$ cat config.mk
export PLATFORM = sky130hd
export DESIGN_NAME = fetch_ctrl
export DESIGN_NICKNAME = d
export VERILOG_FILES = /design/src/rtl/fetch_ctrl.sv
export SDC_FILE = /design/constraint.sdc
export NUM_CORES = 1
export LEC_CHECK = 0
export BUFFER_PORTS_ARGS = -buffer_cell sky130_fd_sc_hd__buf_2
export CAP_MARGIN = 20
export CORE_MARGIN = 1.5
export CORE_UTILIZATION = 50
export CTS_CLUSTER_SIZE = 16
export DETAILED_ROUTE_END_ITERATION = 16
export HOLD_SLACK_MARGIN = 0.08
export PLACE_DENSITY = 0.73
export SYNTH_ARGS = -nofsm -noshare
export SYNTH_HDL_FRONTEND = slang
export SYNTH_SLANG_ARGS = --single-unit
export TNS_END_PERCENT = 20
$ cat constraint.sdc
create_clock -name clk -period 11.8 [get_ports clk]
set_input_delay 2.36 -clock clk [delete_from_list [all_inputs] [get_ports clk]]
set_output_delay 2.36 -clock clk [all_outputs]
set_load 0.02 [all_outputs]
$ cat src/rtl/fetch_ctrl.sv
// RV32 fetch sequencer: PC ownership, one-outstanding imem requests, redirect/kill.
// Optional misaligned-redirect fault pulse: define FETCH_CTRL_ALIGN_CHECK_EN.
module fetch_ctrl #(
  parameter logic [31:0] RESET_PC = 32'h0000_0000
) (
  input  logic        clk,
  input  logic        reset,
  input  logic        i_redirect_valid,
  input  logic [31:0] i_redirect_pc,
  input  logic        i_stall,
  output logic        o_imem_req,
  output logic [31:0] o_imem_addr,
  input  logic        i_imem_gnt,
  input  logic        i_imem_rvalid,
  input  logic [31:0] i_imem_rdata,
  output logic        o_if_valid,
  output logic [31:0] o_if_instr,
  output logic [31:0] o_if_pc,
  output logic        o_fetch_fault
);

  typedef enum logic [1:0] {
    S_IDLE,
    S_REQ,
    S_WAIT,
    S_HOLD
  } state_t;

  state_t      r_state;
  state_t      w_st_n;
  logic [31:0] r_pc;
  logic [31:0] w_pc_n;
  logic [31:0] r_req_pc;
  logic [31:0] w_req_pc_n;
  logic        r_kill;
  logic        w_kill_n;
  logic [31:0] r_skid_instr;
  logic [31:0] w_skid_instr_n;
  logic [31:0] r_skid_pc;
  logic [31:0] w_skid_pc_n;
  logic        r_if_valid;
  logic        w_ifv_n;
  logic [31:0] r_if_instr;
  logic [31:0] w_if_instr_n;
  logic [31:0] r_if_pc;
  logic [31:0] w_if_pc_n;
  logic        w_req;
  logic        w_free;

  assign w_free      = ~r_if_valid | ~i_stall;
  assign w_req       = (r_state == S_REQ) & w_free;
  assign o_imem_req  = w_req;
  assign o_imem_addr = r_pc;
  assign o_if_valid  = r_if_valid;
  assign o_if_instr  = r_if_instr;
  assign o_if_pc     = r_if_pc;

  always_comb begin
    w_st_n         = r_state;
    w_pc_n         = r_pc;
    w_req_pc_n     = r_req_pc;
    w_kill_n       = r_kill;
    w_skid_instr_n = r_skid_instr;
    w_skid_pc_n    = r_skid_pc;
    w_ifv_n        = r_if_valid & i_stall;
    w_if_instr_n   = r_if_instr;
    w_if_pc_n      = r_if_pc;

    unique case (r_state)
      S_IDLE: w_st_n = S_REQ;
      S_REQ: begin
        if (w_req & i_imem_gnt) begin
          w_req_pc_n = r_pc;
          w_pc_n     = r_pc + 32'd4;
          w_st_n     = S_WAIT;
        end
      end
      S_WAIT: begin
        if (i_imem_rvalid) begin
          if (r_kill) begin
            w_kill_n = 1'b0;
            w_st_n   = S_REQ;
          end else if (w_free) begin
            w_if_instr_n = i_imem_rdata;
            w_if_pc_n    = r_req_pc;
            w_ifv_n      = 1'b1;
            w_st_n       = S_REQ;
          end else begin
            w_skid_instr_n = i_imem_rdata;
            w_skid_pc_n    = r_req_pc;
            w_st_n         = S_HOLD;
          end
        end
      end
      S_HOLD: begin
        if (!i_stall) begin
          w_if_instr_n = r_skid_instr;
          w_if_pc_n    = r_skid_pc;
          w_ifv_n      = 1'b1;
          w_st_n       = S_REQ;
        end
      end
      default: w_st_n = S_IDLE;
    endcase

    // Redirect overrides everything; an in-flight grant becomes a kill.
    if (i_redirect_valid) begin
      w_pc_n  = {i_redirect_pc[31:2], 2'b00};
      w_ifv_n = 1'b0;
      unique case (r_state)
        S_REQ: begin
          if (w_req & i_imem_gnt) w_kill_n = 1'b1;
        end
        S_WAIT: begin
          if (i_imem_rvalid) begin
            w_kill_n = 1'b0;
            w_st_n   = S_REQ;
          end else begin
            w_kill_n = 1'b1;
          end
        end
        S_HOLD: w_st_n = S_REQ;
        default: ;
      endcase
    end
  end

  always_ff @(posedge clk or posedge reset) begin
    if (reset) begin
      r_state      <= S_IDLE;
      r_pc         <= RESET_PC;
      r_req_pc     <= RESET_PC;
      r_kill       <= 1'b0;
      r_skid_instr <= 32'h0;
      r_skid_pc    <= 32'h0;
      r_if_valid   <= 1'b0;
      r_if_instr   <= 32'h0;
      r_if_pc      <= 32'h0;
    end else begin
      r_state      <= w_st_n;
      r_pc         <= w_pc_n;
      r_req_pc     <= w_req_pc_n;
      r_kill       <= w_kill_n;
      r_skid_instr <= w_skid_instr_n;
      r_skid_pc    <= w_skid_pc_n;
      r_if_valid   <= w_ifv_n;
      r_if_instr   <= w_if_instr_n;
      r_if_pc      <= w_if_pc_n;
    end
  end

`ifdef FETCH_CTRL_ALIGN_CHECK_EN
  logic r_fault;

  always_ff @(posedge clk or posedge reset) begin
    if (reset) begin
      r_fault <= 1'b0;
    end else begin
      r_fault <= i_redirect_valid & (|i_redirect_pc[1:0]);
    end
  end

  assign o_fetch_fault = r_fault;
`else
  logic w_unused_lsb;

  assign w_unused_lsb  = ^i_redirect_pc[1:0];
  assign o_fetch_fault = 1'b0;
`endif

endmodule
# After elaboration in Yosys (flattened, before gate mapping)
# Index checks and enable logic that the tools add are counted.
dict set report classes {
  addsub 1
  n_eq_ne 7
  n_mux 34
  bitwise_logic 8
  reduce_logical 8
}
# op n
set op_table {}
lappend op_table {{$mux 32} 11}
lappend op_table {{$pmux 32 s2} 2}
lappend op_table {{$add 32x3->32 const B} 1}
lappend op_table {{$mux 2} 7}
lappend op_table {{$mux 1} 10}
lappend op_table {{$ne 2x2->1 const B} 4}
lappend op_table {{$pmux 2 s4} 1}
lappend op_table {{$reduce_bool 2->1} 3}
lappend op_table {{$reduce_and 5->1} 1}
lappend op_table {{$eq 2x2->1 const B} 2}
lappend op_table {{$not 1->1} 4}
lappend op_table {{$pmux 1 s2} 2}
lappend op_table {{$pmux 2 s2} 1}
lappend op_table {{$reduce_and 2->1} 2}
lappend op_table {{$reduce_and 4->1} 1}
lappend op_table {{$and 1x1->1} 3}
lappend op_table {{$eq 2x1->1 const B} 1}
lappend op_table {{$logic_not 2->1} 1}
lappend op_table {{$or 1x1->1} 1}
dict set report word_totals {
  register_bits 196
  inputBits 70
  output_inout_bits 99
  wordCells 67
}

# Depth between registers and ports, before layout
dict set report logic_depth {
  depth_word 9
  mapped_depth 8
  ltp_nobuf 6
}

# Worst setup path before layout
# No wires, ideal clock.
dict set report synth_path {
  path_type {in2out}
  startpoint {input port i_stall}
  endpoint {output port o_imem_req}
  t_arrival_ns 2.801
  required_ns 9.440
  setup_slack_ns 6.639
  path_stages 2
  n_path_buf 1
  path_cell_list {a21boi_0 buf_2}
}
dict set report synth_between {
  elab_chain_cells 3
}
# item line_no
set synth_rtl {}
lappend synth_rtl {{start, declared} 10} ;# input logic i_stall,
lappend synth_rtl {{$not 1->1} 50} ;# assign w_free = ~r_if_valid | ~i_stall;
lappend synth_rtl {{$or 1x1->1} 50}
lappend synth_rtl {{$and 1x1->1} 51} ;# assign w_req = (r_state == S_REQ) & w_free;
lappend synth_rtl {{end, declared} 11} ;# output logic o_imem_req,
# No other way between the ends.

# Worst setup path after layout
# Ends and elaborated chain as after synthesis.

==> flow_summary.json <==
{
  "status": "completed",
  "worstPathArrival_ns": 3.10,
  "synth.top_cell.area_share_pct": 54.7,
  "required_ns": 9.44,
  "clock_path_buffers": 2,
  "synth_area_sq_um": 8600,
  "cp-start-kind": "input port",
  "r2r.worst_path.cells": 5,
  "p_leak_nw": 4.75,
  "critPathMaxFanout": 11,
  "cts_tree": "built",
  "top_layer": "met5",
  "grt_pass1_wl_um": 30800,
  "num_rows": 47,
  "firstDrtPassIters": 4,
  "cts_inserted_buffers": 17,
  "syn_area_per_cell_sq_um": 13.1,
  "final.setup.tns_ns": 0,
  "fin_crit_sh_pct": 46.3,
  "async_flop_share_pct": 100,
  "drt-met1-wl_um": 8320,
  "skew_ns": 0.00918,
  "layout_min_cycle_time_ns": 5.46,
  "grt_max_degree": 112,
  "ys_seq_area_share_pct": 54.7,
  "antenna_found_initial": 2,
  "clkSlewWorstSetupHoldPaths_ns": 0.06,
  "die_x_um": 134,
  "r2r_start": "r_state[0]",
  "wl_um": 19000,
  "cts_hold_buf": 0,
  "holdPathStages": 1,
  "cts_resized": 0,
  "gr-total-overflow": 0,
  "worst_slack_ns": 6.34,
  "vdd_drop_max_v": 0.000114,
  "hold_viol_final": 0,
  "timing.rr.end": "o_if_instr[0]",
  "cts_setup_buffers": 0,
  "synth_warnings": 0,
  "clk_latency_ns": 0.43,
  "die_area_sq_um": 18000,
  "grt_setup_unrepaired": "no",
  "drv_cap": 0,
  "hp-start": "o_if_pc[27]",
  "ff2ff_setup_slack_ns": 8.33,
  "drc_errors": 0,
  "syn_inst": 656,
  "synth.area.top_cells": "dfrtp_1 55%, mux2_2 28%, or4_1 1.6%, nand3_1 1.5%, nand2_1 1.4%",
  "powerDensity_nw_per_um2": 230,
  "io_pins": 169,
  "synth-edff-count": 0,
  "tightestPinTransition_ns": 1.05,
  "synthDistinctLibCells": 46,
  "hold_ws_ns": 0.499,
  "start_util_pct": 51.5,
  "core_sq_um": 16700,
  "n_fill_cell": 1356,
  "drive_above_1_share_pct": 51.7,
  "place_hpwl_um": 12500,
  "hold_path_class": "reg2reg",
  "cts_max_level": 4,
  "vias": 5880,
  "criticalPathCategory": "in2out",
  "area_growth_pct": 18.5,
  "ant_nets": 0,
  "slew_viol_final": 0,
  "cts_root_buffer": "clkbuf_16",
  "synth-main-ff-cell": "dfrtp_1",
  "pre_cts_slack_ns": 6.37,
  "portBuffers": 161,
  "setup_viol_count_final": 0,
  "cts.sinks": 188,
  "endpoint_kind": "primary output",
  "nets": 878,
  "synth_top_cell_by_area": "dfrtp_1",
  "wl_per_cell_um": 18.3,
  "met3WireLength_um": 984,
  "hold_end": "o_if_pc[27]",
  "track_usage_pct": 21.6,
  "routabilityCongestion": 0.827,
  "ys_ff_latch": 188,
  "die_h_um": 134,
  "fmax_mhz": 183,
  "relSlewSlack_pct": 29.8,
  "drt_iter0_drc": 281,
  "via_per_inst": 5.68,
  "met2_length_um": 9480,
  "grt_pass1_vias": 6113
}
## registers in the layout, summed over array words and instances (netlist names)
register and flops:
o_if_instr 32, r_skid_instr 32, r_kill 1, r_req_pc 30, o_if_valid 1, o_imem_addr 30
o_if_pc 30, r_skid_pc 30, r_state 2
## kinds of logic (layout without fill, tap and decap cells)
kind of cell / after synthesis / count (layout) / synth area share [%]
DFF: 188 / 188 / 54.7
buffers and inverters: 48 / 202 / 2.52
AOI/OAI and AO/OA: 60 / 60 / 4.61
muxes: 215 / 215 / 28.1
adders and majority gates: 6 / 6 / 0.873
other: 1 / 6 / 0.0436
xor gates and xnor gates: 5 / 5 / 0.509
and+or+nand+nor: 133 / 133 / 8.61
## routing by layer
| layer | vias to the layer above | GRT usage (%) |
|---|---|---|
| met5 | - | 0 |
| met1 | 2990 | 27.7 |
| met2 | 167 | 36.7 |
| met3 | 18 | 4.76 |
| met4 | 2 | 6.99 |
| li1 | 2703 | - |
## cells in the mapped netlist, types with 2 or more instances
cell,count
xor2_1,4
nor3b_1,2
and4_1,3
o21ai_0,11
o211ai_1,9
nor2b_1,4
a21oi_1,7
nor2_1,13
mux2_2,214
or4_2,3
nand4_1,13
a22oi_1,2
buf_2,4
nand3_1,25
nand2b_1,3
dfrtp_1,188
ha_1,6
nor3_1,2
and2_1,2
a31oi_1,11
nor4_1,2
clkbuf_1,29
buf_4,6
inv_1,6
and3_1,4
o311ai_0,2
or4_1,18
nand2_1,33
o31ai_1,13
## stage by stage
| stage | total power [W] | utilization (%) | instance area (sq um) | instances |
|---|---|---|---|---|
| 3_5_place_dp | 0.00177 | 57.3 | 9570 | 1003 |
| 5_1_grt | 0.00246 | 61.0 | 10200 | 1034 |
| 6_report | 0.00234 | 61.0 | 10200 | 1035 |
| 3_3_place_gp | 0.00172 | 57.3 | 9570 | 1003 |
| 4_1_cts | 0.00236 | 61.0 | 10200 | 1034 |
| 2_1_floorplan | 0.00151 | - | 8620 | 660 |
## layout by cell type, fill, tap and decap left out, types with 2 or more instances in the layout
cell type / count
and2_1: 2
nor2_4: 2
mux2_2: 214
nand3_1: 25
clkinv_2: 3
bufinv_16: 3
clkbuf_8: 4
nor3_1: 2
conb_1: 5
o211ai_1: 9
xor2_1: 4
nor2b_1: 4
nor2_1: 11
nand4_1: 13
and4_1: 3
dfrtp_1: 188
a22oi_1: 2
nor3b_1: 2
o31ai_1: 13
nand2_1: 32
buf_4: 4
nand2b_1: 3
or4_1: 18
ha_1: 5
o21ai_0: 11
a21oi_1: 7
clkbuf_16: 17
clkinvlp_4: 2
a31oi_1: 11
nor4_1: 2
buf_2: 161
o311ai_0: 2
or4_2: 3
and3_1: 4
inv_1: 5
## power breakdown
part	internal, W	switching, W	total, W
Combinational	0.000375	0.000407	0.000781
Sequential	0.000841	0.000123	0.000963
Clock	0.000355	0.000240	0.000595
## worst max path at each step
stage / startpoint / endpoint / cells after the start
global route: i_stall / o_imem_req / 4
floorplan: reset / o_if_instr[0] / 1
CTS: i_stall / o_imem_req / 4
detailed placement: i_stall / o_imem_req / 4
global placement: i_stall / o_imem_req / 4
finish: i_stall / o_imem_req / 4
## worst max-delay path, stage by stage
cell	delay (ns)
buf_2	0.12
a21boi_0	0.20
buf_4	0.22
buf_2	0.20
## cell type report
cell class,instances,area (sq um),area share [%]
multi-input combinational,424,3720,36.6
inverter,6,30.0,0.295
timing repair buffer,165,836,8.20
clock inverter,10,138,1.35
tap,220,275,2.70
antenna,1,2.50,0.0246
clock buffer,21,480,4.71
sequential,188,4700,46.2
Note: power is estimated with default switching activity, not from simulation.
